==> config.mk <==
export PLATFORM = sky130hd
export DESIGN_NAME = wb_downsizer
export DESIGN_NICKNAME = d
export VERILOG_FILES = /design/src/rtl/wb_pkg.sv /design/src/rtl/wb_downsizer.sv
export SDC_FILE = /design/constraint.sdc
export NUM_CORES = 1
export LEC_CHECK = 0
export ABC_AREA = 1
export BUFFER_PORTS_ARGS = -buffer_cell sky130_fd_sc_hd__buf_2
export CORE_MARGIN = 5
export CORE_UTILIZATION = 40
export CTS_BUF_LIST = sky130_fd_sc_hd__clkbuf_4
export DETAILED_ROUTE_END_ITERATION = 8
export MAX_ROUTING_LAYER = met4
export PLACE_DENSITY_LB_ADDON = 0.1
export SYNTH_ARGS = -nofsm -noshare
export SYNTH_HDL_FRONTEND = slang
export SYNTH_SLANG_ARGS = --single-unit
==> constraint.sdc <==
create_clock -name clk -period 1.39 [get_ports clk]
set_clock_uncertainty 0.05 [all_clocks]
set_input_delay 0.0695 -clock clk [delete_from_list [all_inputs] [get_ports clk]]
set_output_delay 0.0695 -clock clk [all_outputs]
set_load 0.05 [all_outputs]
==> src/rtl/wb_pkg.sv <==
// Shared types for the Wishbone downsizer: FSM state encoding and width-ratio helper.
package wb_pkg;

  typedef enum logic [2:0] {
    IDLE,
    ACCESS,
    GAP,
    RESP,
    HOLD
  } wb_dsz_state_t;

  function automatic int ratio_clog2(input int wide_width, input int narrow_width);
    return $clog2(wide_width / narrow_width);
  endfunction

endpackage

==> src/rtl/wb_downsizer.sv <==
// Splits one wide Wishbone access into per-segment narrow accesses; response 1 cycle after last slave ack.
// Optional watchdog on slave responses via WB_DOWNSIZER_TIMEOUT_EN; otherwise ACCESS waits indefinitely.
module wb_downsizer
  import wb_pkg::*;
#(
  parameter int ADDR_WIDTH       = 32,
  parameter int WBM_DATA_WIDTH   = 32,
  parameter int WBM_SELECT_WIDTH = WBM_DATA_WIDTH / 8,
  parameter int WBS_DATA_WIDTH   = 16,
  parameter int WBS_SELECT_WIDTH = WBS_DATA_WIDTH / 8,
  parameter int TIMEOUT          = 255
) (
  input  logic                        clk,
  input  logic                        rst,
  input  logic [ADDR_WIDTH-1:0]       wbm_adr_i,
  input  logic [WBM_DATA_WIDTH-1:0]   wbm_dat_i,
  output logic [WBM_DATA_WIDTH-1:0]   wbm_dat_o,
  input  logic                        wbm_we_i,
  input  logic [WBM_SELECT_WIDTH-1:0] wbm_sel_i,
  input  logic                        wbm_stb_i,
  output logic                        wbm_ack_o,
  output logic                        wbm_err_o,
  output logic                        wbm_rty_o,
  input  logic                        wbm_cyc_i,
  output logic [ADDR_WIDTH-1:0]       wbs_adr_o,
  input  logic [WBS_DATA_WIDTH-1:0]   wbs_dat_i,
  output logic [WBS_DATA_WIDTH-1:0]   wbs_dat_o,
  output logic                        wbs_we_o,
  output logic [WBS_SELECT_WIDTH-1:0] wbs_sel_o,
  output logic                        wbs_stb_o,
  input  logic                        wbs_ack_i,
  input  logic                        wbs_err_i,
  input  logic                        wbs_rty_i,
  output logic                        wbs_cyc_o
);

  localparam int RATIO = WBM_DATA_WIDTH / WBS_DATA_WIDTH;
  localparam int SEG_W = (ratio_clog2(WBM_DATA_WIDTH, WBS_DATA_WIDTH) > 0) ?
                         ratio_clog2(WBM_DATA_WIDTH, WBS_DATA_WIDTH) : 1;
  localparam logic [ADDR_WIDTH-1:0] ALIGN_MASK = ~(ADDR_WIDTH'(WBM_SELECT_WIDTH - 1));

  wb_dsz_state_t               state;
  logic [SEG_W-1:0]            seg;
  logic [ADDR_WIDTH-1:0]       adr_q;
  logic [WBM_DATA_WIDTH-1:0]   dat_q;
  logic [WBM_SELECT_WIDTH-1:0] sel_q;
  logic                        we_q;
  logic                        first_found, next_found;
  logic [SEG_W-1:0]            first_idx, next_idx;
  logic                        to_hit;

  function automatic logic [ADDR_WIDTH-1:0] seg_adr(input logic [ADDR_WIDTH-1:0] a,
                                                    input logic [SEG_W-1:0] k);
    return (a & ALIGN_MASK) + ADDR_WIDTH'(k) * ADDR_WIDTH'(WBS_SELECT_WIDTH);
  endfunction

  // Lowest non-empty segment of the incoming request, and of the latched one above seg.
  always_comb begin
    first_found = 1'b0;
    first_idx   = '0;
    next_found  = 1'b0;
    next_idx    = '0;
    for (int i = RATIO - 1; i >= 0; i--) begin
      if (|wbm_sel_i[i*WBS_SELECT_WIDTH +: WBS_SELECT_WIDTH]) begin
        first_found = 1'b1;
        first_idx   = SEG_W'(i);
      end
      if (i > int'(seg) && |sel_q[i*WBS_SELECT_WIDTH +: WBS_SELECT_WIDTH]) begin
        next_found = 1'b1;
        next_idx   = SEG_W'(i);
      end
    end
  end

`ifdef WB_DOWNSIZER_TIMEOUT_EN
  localparam int TO_W = $clog2(TIMEOUT + 1);
  logic [TO_W-1:0] to_cnt;
  assign to_hit = (to_cnt == TO_W'(TIMEOUT - 1));
`else
  // Watchdog absent: never fires for any legal TIMEOUT value.
  assign to_hit = (TIMEOUT < 0);
`endif

  always_ff @(posedge clk) begin
    if (rst) begin
      state     <= IDLE;
      seg       <= '0;
      adr_q     <= '0;
      dat_q     <= '0;
      sel_q     <= '0;
      we_q      <= 1'b0;
      wbs_adr_o <= '0;
      wbs_dat_o <= '0;
      wbs_sel_o <= '0;
      wbs_we_o  <= 1'b0;
      wbs_stb_o <= 1'b0;
      wbs_cyc_o <= 1'b0;
      wbm_dat_o <= '0;
      wbm_ack_o <= 1'b0;
      wbm_err_o <= 1'b0;
      wbm_rty_o <= 1'b0;
`ifdef WB_DOWNSIZER_TIMEOUT_EN
      to_cnt    <= '0;
`endif
    end else begin
      wbm_ack_o <= 1'b0;
      wbm_err_o <= 1'b0;
      wbm_rty_o <= 1'b0;
      case (state)
        IDLE: begin
          if (wbm_cyc_i && wbm_stb_i) begin
            adr_q <= wbm_adr_i;
            dat_q <= wbm_dat_i;
            sel_q <= wbm_sel_i;
            we_q  <= wbm_we_i;
            seg   <= first_idx;
            if (first_found) begin
              state     <= ACCESS;
              wbs_cyc_o <= 1'b1;
              wbs_stb_o <= 1'b1;
              wbs_we_o  <= wbm_we_i;
              wbs_adr_o <= seg_adr(wbm_adr_i, first_idx);
              wbs_dat_o <= wbm_dat_i[first_idx*WBS_DATA_WIDTH +: WBS_DATA_WIDTH];
              wbs_sel_o <= wbm_sel_i[first_idx*WBS_SELECT_WIDTH +: WBS_SELECT_WIDTH];
`ifdef WB_DOWNSIZER_TIMEOUT_EN
              to_cnt    <= '0;
`endif
            end else begin
              state     <= RESP;
              wbm_ack_o <= 1'b1;
            end
          end
        end
        ACCESS: begin
`ifdef WB_DOWNSIZER_TIMEOUT_EN
          to_cnt <= to_cnt + 1'b1;
`endif
          if (!wbm_cyc_i) begin
            wbs_cyc_o <= 1'b0;
            wbs_stb_o <= 1'b0;
            state     <= IDLE;
          end else if (wbs_err_i || wbs_rty_i) begin
            wbs_cyc_o <= 1'b0;
            wbs_stb_o <= 1'b0;
            wbm_err_o <= wbs_err_i;
            wbm_rty_o <= !wbs_err_i;
            state     <= HOLD;
          end else if (wbs_ack_i) begin
            if (!we_q) wbm_dat_o[seg*WBS_DATA_WIDTH +: WBS_DATA_WIDTH] <= wbs_dat_i;
            wbs_stb_o <= 1'b0;
            if (next_found) begin
              seg   <= next_idx;
              state <= GAP;
            end else begin
              wbs_cyc_o <= 1'b0;
              wbm_ack_o <= 1'b1;
              state     <= RESP;
            end
          end else if (to_hit) begin
            wbs_cyc_o <= 1'b0;
            wbs_stb_o <= 1'b0;
            wbm_err_o <= 1'b1;
            state     <= HOLD;
          end
        end
        GAP: begin
          if (!wbm_cyc_i) begin
            wbs_cyc_o <= 1'b0;
            state     <= IDLE;
          end else begin
            wbs_stb_o <= 1'b1;
            wbs_adr_o <= seg_adr(adr_q, seg);
            wbs_dat_o <= dat_q[seg*WBS_DATA_WIDTH +: WBS_DATA_WIDTH];
            wbs_sel_o <= sel_q[seg*WBS_SELECT_WIDTH +: WBS_SELECT_WIDTH];
            state     <= ACCESS;
`ifdef WB_DOWNSIZER_TIMEOUT_EN
            to_cnt    <= '0;
`endif
          end
        end
        // HOLD swallows the stale stb of the request that was just answered.
        RESP:    state <= HOLD;
        HOLD:    state <= IDLE;
        default: state <= IDLE;
      endcase
    end
  end

endmodule

# --- Yosys cells after proc, flatten, opt, wreduce, memory -nomap -nowiden ---
# Cells that the tools add are included.
totals:
  ff_bits: 161
  inputBits: 92
  output_inout_bits: 88
  word_cells: 114
op_classes:
  addsub: 3
  order_cmp: 1
  eq_ne: 13
  n_shift: 6
  mux: 51
  bitwise: 4
  reduce_logical: 20
ops:
  columns: ["cell", "n"]
  rows:
  - ["two-way mux 32 bit", 3]
  - ["adder 32 x 2 -> 32 bit", 2]
  - ["case mux 32 bit (2 select lines)", 1]
  - ["variable part select 32 x 6 -> 16 bit", 2]
  - ["two-way mux 16 bit", 3]
  - ["negator 5 -> 34 bit", 1]
  - ["variable shift 16 x 34 -> 32 bit, first input constant", 1]
  - ["variable part select 16 x 34 -> 32 bit", 1]
  - ["bitwise mux 32 bit", 1]
  - ["case mux 16 bit (2 select lines)", 1]
  - ["two-way mux 1 bit", 28]
  - ["!= test 2 bit, second input constant", 8]
  - ["two-way mux 3 bit", 4]
  - ["case mux 3 bit (4 select lines)", 1]
  - ["AND reduction 6 bit", 2]
  - ["AND reduction 5 bit", 2]
  - ["two-way mux 2 bit", 4]
  - ["!= test 4 bit, second input constant", 2]
  - ["variable part select 4 x 3 -> 2 bit", 2]
  - ["== test 3 x 2 -> 1 bit, second input constant", 2]
  - ["case mux 1 bit (3 select lines)", 2]
  - ["OR reduction 2 bit", 3]
  - ["NOT 1 bit", 4]
  - ["case mux 1 bit (2 select lines)", 2]
  - ["13 further kinds", 16]

# --- Logic depth before layout (Yosys ltp) ---
# Gate-level depths: netlist (run 1).
logic_depth:
  word_depth: 8
  depth_mapped: 10
  ltp_nobuf: 9

# --- Least setup slack after synthesis (run 1) ---
# No wires, ideal clock.
synth_path:
  path_type: "register to register"
  start: "register state[2]"
  end: "register wbs_adr_o[18]"
  setup_ps: 132
  arrival_ps: 1322
  required_ps: 1208
  setup_slack_ps: -114
  stages_incl_launch_ff: 11
  n_path_buf: 2
  period_less_slack_ps: 1504
  cell_sequence: "dfxtp_1 -> nor2_4 -> nand2_2 -> nor2_4 -> inv_4 -> nand2_4 -> nand3_2 -> buf_6 -> buf_4 -> nand2_1 -> a21oi_1"
synth_via:
  elab_chain_len: 3
  word_cells_on_any_way: 8
  classes_between: "4 x eq/ne; 1 x mux; 3 x reduce/logical"
synth_rtl:
  columns: ["element", "line", "source"]
  rows:
  - ["from (decl)", "wb_downsizer.sv:42", "wb_dsz_state_t state;"]
  - ["from (signal assigned)", "wb_downsizer.sv:86", "state <= IDLE;"]
  - ["from (signal assigned)", "wb_downsizer.sv:118", "state <= ACCESS;"]
  - ["from (signal assigned)", "wb_downsizer.sv:129", "state <= RESP;"]
  - ["== test 3 x 2 -> 1 bit or logical NOT 3 bit (tied branches)", "wb_downsizer.sv:109", "case (state)"]
  - ["!= test 2 bit (no line) or nonzero test 2 bit (tied branches)", null, null]
  - ["AND reduction 4 bit (no line)", null, null]
  - ["to (signal assigned)", "wb_downsizer.sv:122", "wbs_adr_o <= seg_adr(wbm_adr_i, first_idx);"]
  - ["to (signal assigned)", "wb_downsizer.sv:172", "wbs_adr_o <= seg_adr(adr_q, seg);"]
  - ["to (decl)", "wb_downsizer.sv:25", "output logic [ADDR_WIDTH-1:0] wbs_adr_o,"]
# Several ways; a longest one is shown, not always the timed one.
# A chain may end at the register's enable or synchronous reset.

# --- Worst setup path after layout (run 1) ---
layout_path:
  start: "register state[1]"
  end: "register wbs_dat_o[7]"
layout_via:
  elab_chain_len: 3
  word_cells_on_any_way: 8
  classes_between: "4 x eq/ne; 1 x mux; 3 x reduce/logical"
layout_rtl:
  columns: ["element", "line", "source"]
  rows:
  - ["== test 3 x 2 -> 1 bit or logical NOT 3 bit (tied branches)", "wb_downsizer.sv:109", null]
  - ["!= test 2 bit (no line) or nonzero test 2 bit (tied branches)", null, null]
  - ["AND reduction 4 bit (no line)", null, null]
  - ["to (signal assigned)", "wb_downsizer.sv:123", "wbs_dat_o <= wbm_dat_i[first_idx*WBS_DATA_WIDTH +: WBS_DATA_WIDTH];"]
  - ["to (signal assigned)", "wb_downsizer.sv:173", "wbs_dat_o <= dat_q[seg*WBS_DATA_WIDTH +: WBS_DATA_WIDTH];"]
  - ["to (decl)", "wb_downsizer.sv:27", "output logic [WBS_DATA_WIDTH-1:0] wbs_dat_o,"]
# Several ways; a longest one is shown, not always the timed one.

==> results of run 1 <==
[per-stage QoR]
stage | worst slack [ps] | area [um2]
after floorplan | -72.6 | 6800
after global placement | -72.2 | 8160
after detailed placement | -116 | 8160
after CTS | -94.1 | 9670
after global routing | -189 | 10000
final | -105 | 10000
[sequential cells by signal (all words and copies together) (netlist names)]
signal / flops
wbs_cyc_o: 1
sel_q: 4
seg: 1
wbs_dat_o: 16
wbs_adr_o: 31
wbs_sel_o: 2
wbm_ack_o: 1
state: 3
we_q: 1
dat_q: 32
wbm_dat_o: 32
wbs_we_o: 1
adr_q: 30
wbs_stb_o: 1
wbm_err_o: 1
wbm_rty_o: 1
[cell families after synthesis]
family | after synthesis
simple gates | 321
compound gates | 297
buf+inv | 183
flops | 158
other cells | 1
[final timing paths]
path / from / to / slack [ps]
max reg2reg: state[1]$_SDFFE_PP0P_ / wbs_dat_o[7]$_SDFFE_PP0P_ / -100
min: wbs_rty_i / state[0]$_SDFFE_PP0P_ / -30
min reg2reg: wbm_dat_o[31]$_SDFFE_PP0P_ / wbm_dat_o[31]$_SDFFE_PP0P_ / 400
max: state[1]$_SDFFE_PP0P_ / wbs_dat_o[7]$_SDFFE_PP0P_ / -100
[worst register-to-register path, delay by kind of cell (launching register included)]
kind	cells	cell delay, ps
and+or+nand+nor	6	590
DFF	1	380
buffers and inverters	2	240
AOI/OAI and AO/OA	1	150
[cells in the final DEF (no fill, tap or decap), drive strengths merged, types with 3 or more instances in the layout]
cell type    count
buf            212
nand2          184
dfxtp          158
o21ai          156
a21oi          138
inv            113
dlygate4sd3     89
nor2            75
clkbuf          44
nand4           35
nand3           24
clkinv           6
clkinvlp         4
bufinv           3
nor3             3
[area by class of cell]
type                            instances  area share [%]
Antenna cell                            1          0.0250
Clock buffer                           19            1.42
Clock inverter                         13            1.64
Inverter                              113            4.38
Multi-Input combinational cell        619            31.8
Sequential cell                       158            31.7
Tap cell                              220            2.75
Timing Repair Buffer                  326            26.3
[power by group through the flow]
stage          Sequential [mW]  Clock (mW)  Combinational (mW)
2_1_floorplan             5.43           0               0.834
3_3_place_gp              5.04           0                1.82
3_5_place_dp              5.04           0                1.83
4_1_cts                   4.94        3.06                2.13
5_1_grt                   4.97        3.24                2.44
6_report                  4.94        2.97                2.23
[what timing repair did]
| action | 4_1_cts | 5_1_grt |
|---|---|---|
| gates resized for setup | 92 | 98 |
| cloned | 4 | 4 |
| hold endpoints to repair | 156 | 1 |
| buffers inserted | 3 | 1 |
| pin swaps | 11 | 11 |
| endpoints found under the setup margin | 134 | 169 |
[routing by layer]
layer	routed length (um)	vias up	GRT usage, %
met5	0	-	-
met4	254	0	5.92
met3	1060	17	3.65
met2	10200	177	33.7
met1	9560	3262	26.7
li1	-	3698	-
==> metrics.md, run 1 <==
| Metric | Value |
|---|---|
| Nets | 1327 |
| DRT iter0 DRCs | 330 |
| RePlAce Congestion | 0.847 |
| VDD IR max | 0.577 mV |
| Hold Path Depth | 5 |
| Max Cap Viol | 0 |
| Initial antenna violation count | 1 |
| PD cells | 1010 nW/um2 |
| Crit path depth | 9 |
| CTS tree | done |
| Latest clock arrival within the worst-skew pair | 570 ps |
| Reg area | 3170 um2 |
| Largest fanout on the critical path | 24 |
| XOR/XNOR Fraction of Synth Area | 0% |
| Crit-path leading delay family | simple AND/OR/NAND/NOR gates |
| Yosys warnings | 0 |
| Synth Instances | 960 |
| Clk root buf | clkbuf_4 |
| Pins over their slew limit | 0 |
| Clock sinks | 158 |
| Simple-gate portion of the synthesized area | 20.3% |
| Mapped cell area | 6790 um2 |
| WHS | -33.7 ps |
| Largest net degree at the start of global routing | 48 |
| Top-count cell post-synth | nand2_1 |
| Final Util | 60.2% |
| RSZ-0062 raised after global routing | yes |
| Final setup TNS | -4980 ps |
| CP endpoint kind | register |
| Crit path time final | 1490 ps |
| Top cells by area, synth | dfxtp_1 (47%), o21ai_0 (11%), a21oi_1 (10%) |
| Critical path's largest stage delay | 380 ps |
| Register area share after synthesis | 46.6% |
| Post-synthesis async set-or-reset flop share | 0% |
| Final HPWL DP | 13000 um |
| Number of synthesized flops with an enable pin | 0 |
| Cts hold-fix bufs | 89 |
| Comb pwr share | 22.0% |
| Top cell type's share of synthesized area | 46.6% |
| Adder-cell share of the synthesized area | 0% |
| Final setup violation count | 113 |
| Max stage delay cell, worst path | dfxtp_4 |
| Vias | 7154 |
| Fill cells | 1531 |
| Hold Vio Cnt, Final | 1 |
| Total track usage | 20.8% |
| H-Tree Level Count | 4 |
| Min-Delay Path Class | primary input to register |
| Max Fclk | 669 MHz |
| Area grow syn2layout | 47.6% |
| Failing checks | negative hold slack, negative setup slack |
| Largest family of logic cells by synthesized area | compound AO/OA/AOI/OAI gates |
| DRC | 0 |
| Count of state elements after synthesis | 158 |
| Post-layout worst setup margin | -105 ps |
| Critical path buffers and inverters | 2 |
| Fin cells | 1469 |
| Post-synthesis compound-gate area fraction | 22.0% |
| Mux share of post-synthesis cell area | 0% |
| # rows | 47 |
| Initial core utilization | 40.8% |
| First-pass GRT wire length | 33000 um |
| Status | complete, but fails checks |
| Die Ht | 140 um |
| Clock power share | 29.3% |
| Crit-path cells | nor2_4, nand2_4, nor2_4, inv_4, nand2_4, nand3_4, buf_12, a21oi_1, nor2_1 |
| Mapped Nets | 1052 |
| Area of the multi-input gates | 3190 um2 |
| Die W | 140 um |
| Fin crit share | 108% |
| Synth cell count leaders | nand2_1 (180), dfxtp_1 (158), o21ai_0 (155) |
| Reg2Reg Depth | 9 |
| Distinct cells, synth | 26 |
| Clk buf depth | 2 |
| Core ar. | 16600 um2 |
| Clock buffer count from CTS | 17 |
| Net Sw Frac | 31.3% |
| P_sw | 3.18 mW |
| Sequential share of power | 48.7% |
| Avg Inst Size Synth | 7.07 um2 |
| Critical setup path kind | register to register |
| Layout cell share with drive strength beyond 1 | 28.4% |
| Top cell type by total area after synthesis | dfxtp_1 |
| Worst-margin pin slew | 510 ps |
| Total design power | 10.1 mW |
| Total grt overflow | 0 |
| First-pass detailed-route iteration total | 5 |
| Rel. slew slack | 66.0% |
| Port bufs | 176 |
| Drt wl/cell | 14.3 um |
| Top FF cell, synth | dfxtp_1 |
| Routed Antenna Nets | 0 |
| Top Ports | 180 |
| Clock transition at path regs | 140 ps |
| Pint | 6.96 mW |
| Req. time, crit path | 1820 ps |
| LEAKAGE | 4.46 nW |
| Vias in the first global route | 6667 |
| Crit start category | register |
| Die area | 19700 um2 |
| CP Data Arrival Time | 1930 ps |
| Vias per std cell | 4.87 |
| Routed wire length | 21000 um |
| Dpl cells | 1336 |
Power figures use the tool's default switching activity.
==> run 2: changes to the inputs <==
--- a/config.mk
+++ b/config.mk
@@ -12,7 +12,7 @@
 export CTS_BUF_LIST = sky130_fd_sc_hd__clkbuf_4
 export DETAILED_ROUTE_END_ITERATION = 8
 export MAX_ROUTING_LAYER = met4
-export PLACE_DENSITY_LB_ADDON = 0.1
+export PLACE_DENSITY = 0.69
 export SYNTH_ARGS = -nofsm -noshare
 export SYNTH_HDL_FRONTEND = slang
 export SYNTH_SLANG_ARGS = --single-unit
==> run 2 against run 1 <==
Effect of this change:
- the flow finishes with violations (negative setup slack)
- flip-flop and latch count is the same
- core utilization grew 3.4 points
- clock-buffer cell count is 1 higher
- critical path depth did not move
- hold slack better by 56 ps
- highest routed layer unchanged
==> metrics.md, run 2 (synthesized netlist as in run 1, its figures left out) <==
| Metric | Value |
|---|---|
| Crit-path cells | nor2_4, nand2_4, nor2_4, inv_4, nand2_4, buf_4, buf_4, nand4_1, a21oi_1 |
| Clock buffer count from CTS | 17 |
| Crit start category | register |
| Max Fclk | 634 MHz |
| CP endpoint kind | register |
| Latest clock arrival within the worst-skew pair | 550 ps |
| DRC | 0 |
| RR Startpoint | state[2]$_SDFFE_PP0P_ |
| Biggest registers after layout | dat_q: 32 flops, wbm_dat_o: 32 flops, wbs_adr_o: 31 flops |
| PD cells | 980 nW/um2 |
| Final setup violation count | 145 |
| LEAKAGE | 4.61 nW |
| Pins over their slew limit | 0 |
| FF-to-FF End | wbs_adr_o[8]$_SDFFE_PP0P_ |
| Max Cap Viol | 0 |
| Vias per std cell | 5.13 |
| P_sw | 3.26 mW |
| Largest net degree at the start of global routing | 78 |
| Pint | 7.11 mW |
| Req. time, crit path | 1840 ps |
| Crit path time final | 1580 ps |
| Worst hold endpoint | wbm_ack_o$_SDFF_PP0_ |
| Most common cell after layout, fill and taps aside | nand2_1 |
| Reg2Reg Depth | 9 |
| Layout cell share with drive strength beyond 1 | 32.4% |
| Setup slack at placement | -176 ps |
| Critical path's largest stage delay | 380 ps |
| Min-Delay Path Class | primary input to register |
| Die Ht | 140 um |
| Worst R2R Setup Slack | -190 ps |
| Worst-margin pin slew | 681 ps |
| Initial antenna violation count | 0 |
| RePlAce Congestion | 0.871 |
| CTS tree | done |
| Rel. slew slack | 54.6% |
| CP Data Arrival Time | 2030 ps |
| Post-layout worst setup margin | -187 ps |
| H-Tree Level Count | 4 |
| Fin crit share | 113% |
| Clk root buf | clkbuf_4 |
| Failing checks | negative setup slack |
| Clock power share | 28.1% |
| Total track usage | 22.1% |
| Net Sw Frac | 31.5% |
| Routed Antenna Nets | 0 |
| WHS | 22.2 ps |
| Die area | 19700 um2 |
| Antenna fix cells | 0 |
| DRT iter0 DRCs | 507 |
| Worst Hold Launch | wbs_rty_i |
| Largest fanout on the critical path | 6 |
| Final HPWL DP | 13100 um |
| Top Ports | 180 |
| Clock sinks | 158 |
| Drt wl/cell | 15.7 um |
| Reg area | 3170 um2 |
| Nets | 1346 |
| Hold Vio Cnt, Final | 0 |
| Core ar. | 16600 um2 |
| VDD IR max | 0.532 mV |
| Vias | 7624 |
| Clock transition at path regs | 140 ps |
| Final Util | 63.6% |
| Clk buf depth | 2 |
| Max stage delay cell, worst path | dfxtp_4 |
| Area grow syn2layout | 55.8% |
| Hold Path Depth | 7 |
| Initial core utilization | 40.8% |
| Sequential share of power | 47.6% |
| Comb pwr share | 24.3% |
| First-pass detailed-route iteration total | 5 |
| Vias in the first global route | 7024 |
| Critical setup path kind | register to register |
| RSZ-0062 raised after global routing | yes |
| Fill cells | 1360 |
| # rows | 47 |
| Die W | 140 um |
| Status | complete, but fails checks |
| First-pass GRT wire length | 34800 um |
| Cts hold-fix bufs | 88 |
| Total grt overflow | 0 |
| Area of the multi-input gates | 3410 um2 |
| Leading cell types in the layout, fill and taps excluded | nand2_1 (177), dfxtp_1 (155), buf_2 (134), inv_1 (104), a21oi_1 (104) |
| Port bufs | 176 |
| Routed wire length | 23400 um |
==> run 2: cell types whose count changed in the layout (fill, tap and decap cells not counted), moves of 11 or more <==
cell      change
buf_2        -19
a21oi_1      -13
nor2_1       -14
o21ai_1      -18
clkbuf_4     +20
a21oi_2      +12
nor2_4       +11
o21ai_0      +12
==> run 2: area by class of cell <==
cell class	instances	area share, %
clock buffer	20	1.42
clock inverter	11	1.36
inverter	113	4.10
multi-input combinational	619	32.2
sequential	158	30.0
tap	220	2.60
timing repair buffer	345	28.3
==> run 2: what timing repair did <==
action | CTS | global route
pin swaps | 12 | 14
buffers inserted | 3 | 7
endpoints found under the hold margin | 158 | 2
setup endpoints to repair | 152 | 197
gates resized for setup | 71 | 198
gates cloned | 6 | 10
==> run 2: power groups by stage <==
stage | combinational (mW) | sequential, mW | clock [mW]
2_1_floorplan | 0.834 | 5.43 | 0
3_3_place_gp | 1.83 | 5.03 | 0
3_5_place_dp | 1.84 | 5.03 | 0
4_1_cts | 2.13 | 4.93 | 2.98
5_1_grt | 2.73 | 4.97 | 3.21
6_report | 2.53 | 4.94 | 2.91
==> run 2: worst max-delay path by stage <==
| stage | slack, ps | end | from |
|---|---|---|---|
| floorplan | -70 | wbs_dat_o[2]$_SDFFE_PP0P_ | state[1]$_SDFFE_PP0P_ |
| global placement | -110 | wbs_adr_o[20]$_SDFFE_PP0P_ | state[2]$_SDFFE_PP0P_ |
| detailed placement | -180 | wbs_adr_o[18]$_SDFFE_PP0P_ | state[2]$_SDFFE_PP0P_ |
| CTS | -140 | wbs_adr_o[23]$_SDFFE_PP0P_ | state[2]$_SDFFE_PP0P_ |
| global route | -260 | wbs_adr_o[9]$_SDFFE_PP0P_ | state[2]$_SDFFE_PP0P_ |
| finish | -190 | wbs_adr_o[8]$_SDFFE_PP0P_ | state[2]$_SDFFE_PP0P_ |
==> run 2: critical path, delay by kind of cell (launching register included) <==
kind / cells / cell delay (ps)
AO/OA/AOI/OAI: 1 / 170
flip-flops: 1 / 380
AND/OR/NAND/NOR: 5 / 540
buffers and inverters: 3 / 380
==> run 2: per-layer routing <==
layer  routed length [um]  up-vias  track usage, %  part of all wire, %
li1                     -     3731               -                    -
met1                 9840     3543            28.1                   42
met2                11500      295            34.8                   49
met3                 1460       55            4.23                  6.3
met4                  558        0            8.57                  2.4
met5                    0        -               -                    0
==> run 2: metrics by stage <==
step	std cells	area [um2]	total power [mW]	TNS, ps
after floorplan	960	6800	6.26	-2320
after global placement	1342	8230	6.86	-7900
after detailed placement	1342	8230	6.88	-14140
after CTS	1470	9740	10.0	-9560
after global routing	1486	10600	10.9	-22020
final	1486	10600	10.4	-12930
